**config.mk**
```make
export PLATFORM = sky130hd
export DESIGN_NAME = freq_meter_bcd
export DESIGN_NICKNAME = d
export VERILOG_FILES = /design/src/rtl/freq_meter_pkg.sv /design/src/rtl/seg_scan.sv /design/src/rtl/freq_meter_bcd.sv
export SDC_FILE = /design/constraint.sdc
export NUM_CORES = 1
export LEC_CHECK = 0
export CORE_MARGIN = 2
export CORE_UTILIZATION = 50
export CTS_BUF_LIST = sky130_fd_sc_hd__clkbuf_16
export DETAILED_ROUTE_END_ITERATION = 12
export GPL_TIMING_DRIVEN = 0
export PLACE_DENSITY = 0.67
export SYNTH_ARGS = -nofsm -noshare
export SYNTH_HDL_FRONTEND = slang
export SYNTH_SLANG_ARGS = --single-unit
```
**constraint.sdc**
```tcl
create_clock -name clck -period 3.52 [get_ports clck]
set_input_delay 0.352 -clock clck [delete_from_list [all_inputs] [get_ports clck]]
set_output_delay 0.352 -clock clck [all_outputs]
set_load 0.02 [all_outputs]
```
**src/rtl/freq_meter_pkg.sv**
```systemverilog
// Shared constants for the BCD frequency meter: digit width and active-high
// seven-segment codes laid out as {dp,g,f,e,d,c,b,a}.
package freq_meter_pkg;

  localparam int DIGIT_W = 4;

  localparam logic [7:0] SEG_0     = 8'h3F;
  localparam logic [7:0] SEG_1     = 8'h06;
  localparam logic [7:0] SEG_2     = 8'h5B;
  localparam logic [7:0] SEG_3     = 8'h4F;
  localparam logic [7:0] SEG_4     = 8'h66;
  localparam logic [7:0] SEG_5     = 8'h6D;
  localparam logic [7:0] SEG_6     = 8'h7D;
  localparam logic [7:0] SEG_7     = 8'h07;
  localparam logic [7:0] SEG_8     = 8'h7F;
  localparam logic [7:0] SEG_9     = 8'h6F;
  localparam logic [7:0] SEG_BLANK = 8'h00;
  localparam logic [7:0] SEG_DP    = 8'h80;

  function automatic logic [7:0] bcd_to_seg(input logic [DIGIT_W-1:0] d);
    case (d)
      4'd0:    return SEG_0;
      4'd1:    return SEG_1;
      4'd2:    return SEG_2;
      4'd3:    return SEG_3;
      4'd4:    return SEG_4;
      4'd5:    return SEG_5;
      4'd6:    return SEG_6;
      4'd7:    return SEG_7;
      4'd8:    return SEG_8;
      4'd9:    return SEG_9;
      default: return SEG_BLANK;
    endcase
  endfunction

endpackage

```
**src/rtl/seg_scan.sv**
```systemverilog
// Time-multiplexed display driver: walks the digits, applies leading-zero
// blanking and overflow rendering, and registers digit and segment together.
module seg_scan
  import freq_meter_pkg::*;
#(
  parameter int NDIGITS     = 8,
  parameter int SCAN_CYCLES = 1000,
  parameter int SEG_ACT_LOW = 1,
  parameter int BLANK_LZ    = 1
) (
  input  logic                       clck,
  input  logic                       rst_n,
  input  logic [NDIGITS*DIGIT_W-1:0] value,
  input  logic                       ovf,
  output logic [NDIGITS-1:0]         digit,
  output logic [7:0]                 segment
);

  localparam int SCAN_W = (SCAN_CYCLES > 1) ? $clog2(SCAN_CYCLES) : 1;
  localparam int IDX_W  = (NDIGITS > 1) ? $clog2(NDIGITS) : 1;
  localparam logic [NDIGITS-1:0] DIG_OFF = {NDIGITS{SEG_ACT_LOW != 0}};
  localparam logic [7:0]         SEG_OFF = {8{SEG_ACT_LOW != 0}};

  logic [SCAN_W-1:0]  scan_cnt;
  logic [IDX_W-1:0]   idx;
  logic               scan_end;
  logic               load;
  logic [DIGIT_W-1:0] nib;
  logic [NDIGITS-1:0] onehot;
  logic               lit;
  logic [7:0]         seg_hi;

  assign scan_end = (scan_cnt == SCAN_W'(SCAN_CYCLES - 1));
  assign load     = (scan_cnt == '0);

  always_ff @(posedge clck or negedge rst_n) begin
    if (!rst_n) begin
      scan_cnt <= '0;
      idx      <= '0;
    end else begin
      scan_cnt <= scan_end ? '0 : scan_cnt + SCAN_W'(1);
      if (scan_end) begin
        idx <= (idx == IDX_W'(NDIGITS - 1)) ? '0 : idx + IDX_W'(1);
      end
    end
  end

  // lit: some digit at or above the current index is non-zero
  always_comb begin
    nib    = '0;
    onehot = '0;
    lit    = 1'b0;
    for (int i = 0; i < NDIGITS; i++) begin
      if (i >= int'(idx) && value[i*DIGIT_W +: DIGIT_W] != '0) lit = 1'b1;
      if (i == int'(idx)) begin
        nib       = value[i*DIGIT_W +: DIGIT_W];
        onehot[i] = 1'b1;
      end
    end
    if (ovf) begin
      seg_hi = bcd_to_seg(4'd9) | ((idx == '0) ? SEG_DP : SEG_BLANK);
    end else if (BLANK_LZ != 0 && idx != '0 && !lit) begin
      seg_hi = SEG_BLANK;
    end else begin
      seg_hi = bcd_to_seg(nib);
    end
  end

  // Outputs change only at a digit boundary, so a new value never lands mid-digit
  always_ff @(posedge clck or negedge rst_n) begin
    if (!rst_n) begin
      digit   <= DIG_OFF;
      segment <= SEG_OFF;
    end else if (load) begin
      digit   <= onehot ^ DIG_OFF;
      segment <= seg_hi ^ SEG_OFF;
    end
  end

endmodule

```
**src/rtl/freq_meter_bcd.sv**
```systemverilog
// Gated frequency counter: counts synchronised rising edges of sigin in BCD over
// a fixed gate window and hands the latched result to the display scanner.
module freq_meter_bcd
  import freq_meter_pkg::*;
#(
  parameter int GATE_CYCLES = 100000,
  parameter int NDIGITS     = 8,
  parameter int SCAN_CYCLES = 1000,
  parameter int SEG_ACT_LOW = 1,
  parameter int BLANK_LZ    = 1
) (
  input  logic               clck,
  input  logic               rst_n,
  input  logic               sigin,
  input  logic               hold,
  output logic [NDIGITS-1:0] digit,
  output logic [7:0]         segment,
  output logic               result_valid,
  output logic               overflow
);

  localparam int CNT_W  = NDIGITS * DIGIT_W;
  localparam int GATE_W = $clog2(GATE_CYCLES);

  logic              sig_p0, sig_p1, sig_p2;
  logic              sig_edge;
  logic [GATE_W-1:0] gate_cnt;
  logic              gate_end;
  logic [CNT_W-1:0]  cnt;
  logic              ovf_acc;
  logic              cnt_full;
  logic [CNT_W-1:0]  cnt_inc;
  logic [CNT_W-1:0]  win_result;
  logic              win_ovf;
  logic [CNT_W-1:0]  disp_reg;

  function automatic logic [CNT_W-1:0] bcd_inc(input logic [CNT_W-1:0] v);
    logic [CNT_W-1:0] r;
    logic             carry;
    r     = v;
    carry = 1'b1;
    for (int i = 0; i < NDIGITS; i++) begin
      if (carry) begin
        if (v[i*DIGIT_W +: DIGIT_W] == 4'd9) begin
          r[i*DIGIT_W +: DIGIT_W] = '0;
        end else begin
          r[i*DIGIT_W +: DIGIT_W] = v[i*DIGIT_W +: DIGIT_W] + 4'd1;
          carry = 1'b0;
        end
      end
    end
    return r;
  endfunction

  function automatic logic all_nines(input logic [CNT_W-1:0] v);
    logic r;
    r = 1'b1;
    for (int i = 0; i < NDIGITS; i++) begin
      if (v[i*DIGIT_W +: DIGIT_W] != 4'd9) r = 1'b0;
    end
    return r;
  endfunction

  // Stage p0/p1 synchronise sigin, p2 holds the previous sample for edge detect
  always_ff @(posedge clck or negedge rst_n) begin
    if (!rst_n) begin
      sig_p0 <= 1'b0;
      sig_p1 <= 1'b0;
      sig_p2 <= 1'b0;
    end else begin
      sig_p0 <= sigin;
      sig_p1 <= sig_p0;
      sig_p2 <= sig_p1;
    end
  end

  assign sig_edge = sig_p1 & ~sig_p2;
  assign gate_end = (gate_cnt == GATE_W'(GATE_CYCLES - 1));

  always_ff @(posedge clck or negedge rst_n) begin
    if (!rst_n) gate_cnt <= '0;
    else        gate_cnt <= gate_end ? '0 : gate_cnt + GATE_W'(1);
  end

  // Window result already includes an edge arriving in the terminal cycle
  always_comb begin
    cnt_full   = all_nines(cnt);
    cnt_inc    = bcd_inc(cnt);
    win_result = (sig_edge && !cnt_full) ? cnt_inc : cnt;
    win_ovf    = ovf_acc | (sig_edge & cnt_full);
  end

  always_ff @(posedge clck or negedge rst_n) begin
    if (!rst_n) begin
      cnt     <= '0;
      ovf_acc <= 1'b0;
    end else if (gate_end) begin
      cnt     <= '0;
      ovf_acc <= 1'b0;
    end else begin
      cnt     <= win_result;
      ovf_acc <= win_ovf;
    end
  end

  always_ff @(posedge clck or negedge rst_n) begin
    if (!rst_n) begin
      result_valid <= 1'b0;
      disp_reg     <= '0;
      overflow     <= 1'b0;
    end else begin
      result_valid <= gate_end;
      if (gate_end && !hold) begin
        disp_reg <= win_result;
        overflow <= win_ovf;
      end
    end
  end

  seg_scan #(
    .NDIGITS     (NDIGITS),
    .SCAN_CYCLES (SCAN_CYCLES),
    .SEG_ACT_LOW (SEG_ACT_LOW),
    .BLANK_LZ    (BLANK_LZ)
  ) u_scan (
    .clck    (clck),
    .rst_n   (rst_n),
    .value   (disp_reg),
    .ovf     (overflow),
    .digit   (digit),
    .segment (segment)
  );

endmodule
```
==> impl_metrics.py, run 1 <==
metrics = {
    "outcome": {
        "status": "finished, violations left",
        "failed_checks": "design-rule violations",
    },
    "layout": {
        "syn_to_final_growth_pct": 17.3,
        "diodes": 0,
        "nets": 689,
        "layout-drive-gt1-share_pct": 8.82,
        "fin_cells": 823,
        "fill_cells": 994,
    },
    "sta": {
        "skew_ns": 0.0173,
        "hold_violations": 0,
        "clock.fmax_ghz": 0.309,
        "rsz0062_at_grt": "no",
        "maxSlewViolCount": 0,
        "fin_crit_sh_pct": 91.9,
        "finalCriticalPeriod_ns": 3.23,
        "max_slew_margin_pct": 34.9,
        "report.final.setup_viol": 0,
        "max_slew.worst_pin.slew_ns": 0.969,
    },
    "grt": {
        "antenna_found_initial": 0,
        "grt_pass1_vias": 4934,
        "gr-total-overflow": 0,
        "grt_pass1_wl_mm": 24.4,
        "grt_max_degree": 86,
        "grt.total_usage_pct": 24.6,
    },
    "run": {
        "maxCapViolCount": 0,
    },
    "placed_design": {
        "gp_congestion": 0.924,
        "dp_hpwl_mm": 10.5,
        "numPortBuffers": 21,
        "placedCellCount": 794,
    },
    "route": {
        "ant_nets": 0,
        "num_vias": 4746,
        "drt_iter0_markers": 375,
        "wirelength_mm": 14.2,
        "drt-wirelength-per-cell_um": 17.3,
        "vias_per_cell": 5.77,
        "post-route-drc-count": 4,
        "firstDrtPassIters": 9,
    },
    "synth": {
        "ys_top_cells_by_area": "dfrtp_1 (42%), dfstp_2 (7.1%), nand2_1 (5.1%)",
        "yosysTopAreaCellShare_pct": 42.2,
        "synth_top_area_cell": "dfrtp_1",
        "synth_ff_type": "dfrtp_1",
        "seq_area_frac_synth_pct": 49.3,
        "synth_nets": 648,
        "yosys_warnings": 0,
        "synthesis.area_um2": 5930,
        "synth_edf_count": 0,
        "ys_async_sr_fraction_pct": 100,
        "syn_inst": 629,
        "synth_seq_cells": 116,
        "synth.avg_cell_area_um2": 9.42,
        "synth_cell_types": 65,
    },
    "die": {
        "die_w_um": 113,
        "rows": 39,
        "initial_core_util_pct": 51.5,
        "num_io_pins": 22,
        "dieHeight_um": 113,
        "die-area_um2": 12700,
        "core_um2": 11500,
    },
    "clock_network": {
        "clk_latency_ns": 0.43,
        "clock_sinks": 116,
        "clk_path_buf_depth": 2,
        "numCtsBuffers": 17,
        "cts-root-buf": "clkbuf_16",
        "htree_levels": 4,
        "cts_tree": "yes",
        "postCtsSetupBuffers": 0,
        "path_clk_slew_ns": 0.05,
    },
    "pwr": {
        "cellPowerDensity_nw_per_um2": 476,
        "power_mw": 3.31,
        "irDropWorstVdd_uv": 350,
        "p_leak_nw": 3.01,
    },
    "hold_path": {
        "min_path_type": "reg2reg",
    },
    "setup_path": {
        "cp-start-kind": "flop",
        "endpoint_kind": "flop",
        "cp.required_ns": 3.87,
        "arrival_ns": 3.58,
        "crit_fanout": 10,
        "setup.worst_path.class": "reg2reg",
    },
}
## path summary, 6_finish.rpt
path,to,start,cells after the start,slack [ns]
min in group asynchronous,cnt[10],rst_n,2,0.38
worst max register to register,u_scan.segment[4],u_scan.idx[1],12,0.29
worst min-delay path,sig_p1,sig_p0,0,0.36
max in group asynchronous,u_scan.scan_cnt[0],rst_n,3,2.44
worst max-delay path,u_scan.segment[4],u_scan.idx[1],12,0.29
worst min register to register,sig_p1,sig_p0,0,0.36
## cells by family after synthesis
logic type                 share of synthesized area (%)
AOI/OAI and AO/OA                                   12.6
xor gates and xnor gates                            5.32
adders and majority gates                           3.17
buffers and inverters                               3.29
DFF                                                 49.3
muxes                                               1.18
and+or+nand+nor                                     25.1
## power by group
part | switching (mW) | total, mW | internal, mW
clock | 0.582 | 1.74 | 1.16
sequential | 0.0358 | 1.41 | 1.37
combinational | 0.106 | 0.158 | 0.0511
total | 0.725 | 3.31 | 2.58
## cells in the final DEF (no fill, tap or decap), drive strengths merged, types with 7 or more instances in the layout
master         netlist  routed
xnor2               19      19
clkbuf              24      40
xor2                17      17
nor4                11      11
and3                10      10
nand4                7       7
ha                  15      15
inv                 21      23
dfstp               16      16
clkdlybuf4s50        0      20
a21oi               18      18
nand3b               8       8
and2                 7       7
nor3                 8       8
o21ai               50      50
nand3               30      30
dfrtp              100     100
mux2i                7       7
nand2               81      81
nor2                76      76
nand2b               9       9
a31oi               14      14
nor2b               14      14
## per-stage QoR
| stage | setup TNS [ns] | instance area, um^2 | util [%] | worst slack [ns] | hold WS, ns |
|---|---|---|---|---|---|
| 2_1_floorplan | 0 | 5930 | - | 0.744 | 0.0564 |
| 3_3_place_gp | -242.49 | 6320 | 54.9 | -2.29 | 0.335 |
| 3_5_place_dp | 0 | 6350 | 55.1 | 0.0590 | 0.251 |
| 4_1_cts | 0 | 6950 | 60.3 | 0.00745 | 0.354 |
| 5_1_grt | 0 | 6950 | 60.4 | 0.00212 | 0.366 |
| 6_report | 0 | 6950 | 60.4 | 0.286 | 0.360 |
## cell type report
cell class | count | area, um^2 | share of cell area (%)
plain buffers | 26 | 113 | 1.62
clock buffers | 17 | 425 | 6.12
clock inverters | 12 | 168 | 2.41
inverters | 21 | 78.8 | 1.13
multi-input cells | 465 | 2820 | 40.5
flip-flops and latches | 116 | 2920 | 42.0
well taps | 143 | 179 | 2.57
repair buffers | 23 | 249 | 3.58
## per-layer routing
layer	track usage (%)	vias to the layer above	part of all wire (%)
li1	-	2291	-
met2	39.8	76	49
met5	0	-	0
met4	10.3	0	1.9
met1	31.7	2360	47
met3	6.32	19	2.8
## synth_stat cells (all sizes together), types with 4 or more instances
cell,count
a21oi,18
a2bb2oi,4
a31oi,14
and2,7
and3,10
and4,4
clkbuf,24
dfrtp,100
dfstp,16
ha,15
inv,21
mux2i,7
nand2,81
nand2b,9
nand3,30
nand3b,8
nand4,7
nor2,76
nor2b,14
nor3,8
nor4,11
nor4b,6
o211ai,6
o21ai,50
or4,4
xnor2,19
xor2,17
## critical path, cell delays in order, from the launching register on
cell	delay, ns
dfrtp_1	0.46
inv_1	0.19
ha_1	0.23
clkbuf_1	0.37
nand3b_1	0.13
a311oi_1	0.40
a221oi_1	0.12
o311ai_2	0.35
a22oi_1	0.20
ha_1	0.23
and3_1	0.16
a21o_1	0.16
a31oi_1	0.16
## what timing repair did
item / in CTS / in global routing
hold buffers: 1 / 0
endpoints found under the hold margin: 15 / 0
resized for setup: 0 / 2
endpoints found under the setup margin: 0 / 7
(Power assumes the default switching activity.)
==> run 2, diff against run 1 <==
CELL_PAD_IN_SITES_DETAIL_PLACEMENT = 0   (was not set)
CELL_PAD_IN_SITES_GLOBAL_PLACEMENT = 1   (was not set)
CORE_UTILIZATION = 48   (was 50)
PLACE_DENSITY = not set   (was 0.67)
PLACE_DENSITY_LB_ADDON = 0.1   (was not set)
==> impl_metrics.py, run 2 (synthesis results as in run 1) <==
metrics = {
    "die": {
        "num_io_pins": 22,
        "die_w_um": 115,
        "initial_core_util_pct": 49.4,
        "rows": 40,
        "dieHeight_um": 115,
        "core_um2": 12000,
        "die-area_um2": 13300,
    },
    "route": {
        "wirelength_mm": 13.7,
        "drt-wirelength-per-cell_um": 16.5,
        "drt_iter0_markers": 264,
        "post-route-drc-count": 0,
        "num_vias": 4675,
        "ant_nets": 0,
        "vias_per_cell": 5.64,
        "firstDrtPassIters": 6,
    },
    "setup_path": {
        "cp-start-kind": "flop",
        "cp.required_ns": 3.87,
        "crit_fanout": 10,
        "path_cells": "inv_1, ha_1, clkbuf_1, nand2_1, a21oi_1, a211oi_1, nor3_1, inv_1, ha_1, and3_1, a21o_1, a31oi_1",
        "setup.worst_path.class": "reg2reg",
        "crit_buf_inv": 3,
        "arrival_ns": 3.47,
        "cpPeakStageDelay_ns": 0.52,
        "cpLargestDelayFamily": "simple AND/OR/NAND/NOR gates",
        "endpoint_kind": "flop",
        "crit_path_top_delay_cell": "nor3_1",
    },
    "layout": {
        "layout_common_cells": "dfrtp_1 (100), nand2_1 (80), nor2_1 (76), o21ai_0 (35), nand3_1 (28)",
        "multiInputGateArea_um2": 2810,
        "syn_to_final_growth_pct": 17.3,
        "final_common_cell": "dfrtp_1",
        "regArea_um2": 2920,
        "diodes": 0,
        "layout-drive-gt1-share_pct": 8.80,
        "nets": 689,
        "fill_cells": 1062,
        "final_util_pct": 57.9,
    },
    "grt": {
        "grt.total_usage_pct": 23.2,
        "grt_pass1_wl_mm": 23.5,
        "grt_pass1_vias": 4721,
        "gr-total-overflow": 0,
        "grt_max_degree": 89,
        "antenna_found_initial": 0,
    },
    "pwr": {
        "irDropWorstVdd_uv": 308,
        "switching_share_pct": 22.2,
        "comb_power_share_pct": 4.8,
        "power.internal_mw": 2.58,
        "cellPowerDensity_nw_per_um2": 478,
        "clock_power_share_pct": 52.8,
        "p_sw_mw": 0.736,
        "p_leak_nw": 3.02,
        "sequentialPowerShare_pct": 42.4,
    },
    "sta": {
        "report.final.setup_viol": 0,
        "skew_ns": 0.0102,
        "worst_slack_ns": 0.401,
        "rsz0062_at_grt": "no",
        "finalCriticalPeriod_ns": 3.12,
        "maxSlewViolCount": 0,
        "hold_violations": 0,
        "max_slew_margin_pct": 30.5,
        "clock.fmax_ghz": 0.321,
        "fin_crit_sh_pct": 88.6,
        "max_slew.worst_pin.slew_ns": 1.03,
    },
    "clock_network": {
        "cts-root-buf": "clkbuf_16",
        "clk_latency_ns": 0.43,
        "path_clk_slew_ns": 0.06,
        "numCtsBuffers": 17,
        "cts_tree": "yes",
        "clk_path_buf_depth": 2,
        "htree_levels": 4,
        "clock_sinks": 116,
    },
    "placed_design": {
        "dp_hpwl_mm": 10.0,
        "numPortBuffers": 21,
        "gp_congestion": 0.830,
        "place_ws_ns": 0.117,
    },
    "outcome": {
        "status": "complete, no violations",
    },
    "hold_path": {
        "min_path_type": "reg2reg",
    },
    "run": {
        "maxCapViolCount": 0,
    },
}
[run 2: worst paths after layout]
| check | startpoint | end | slack [ns] | cells past startpoint |
|---|---|---|---|---|
| setup reg to reg | u_scan.idx[0] | u_scan.segment[4] | 0.40 | 12 |
| hold / removal | sig_p0 | sig_p1 | 0.35 | 0 |
| min in group asynchronous | rst_n | u_scan.scan_cnt[3] | 0.36 | 2 |
| setup / recovery | u_scan.idx[0] | u_scan.segment[4] | 0.40 | 12 |
| max in group asynchronous | rst_n | cnt[2] | 2.44 | 3 |
| hold reg to reg | sig_p0 | sig_p1 | 0.35 | 0 |
[run 2: metrics by stage]
stage	total power [mW]	cell area [um^2]	hold WS (ns)	cells	TNS (ns)
finish	3.32	6950	0.351	829	0
global route	3.44	6950	0.356	829	0
CTS	3.36	6960	0.349	830	0
detailed placement	1.59	6350	0.243	798	0
global placement	1.58	6320	0.335	797	-243.22
floorplan	1.52	5930	0.0564	629	0
[run 2: routing by layer]
metal  part of all wire (%)  global-route usage (%)  vias to the layer above
li1                       -                       -                     2293
met1                     46                    30.5                     2291
met2                     49                    37.4                       78
met3                    3.6                    6.33                       13
met4                    1.2                    7.87                        0
met5                      0                       0                        -
[run 2: area by class of cell]
type	instances	share of cell area, %
Clock buffer	17	6.12
Timing Repair Buffer	23	3.58
Clock inverter	14	2.43
Inverter	21	1.13
Sequential cell	116	42.0
Tap cell	147	2.65
Buffer	26	1.62
Multi-Input combinational cell	465	40.4
[run 2: power by group through the flow]
stage	clock (mW)	combinational, mW	sequential [mW]
after floorplan	0	0.0989	1.42
after global placement	0	0.151	1.42
after detailed placement	0	0.161	1.43
after CTS	1.79	0.162	1.41
after global routing	1.85	0.180	1.41
final	1.75	0.159	1.41
[run 2: timing repair]
item	4_1_cts	5_1_grt
setup endpoints to repair	0	4
resized for setup	0	1
setup buffers	0	0
hold endpoints to repair	12	0
hold buffers	1	0
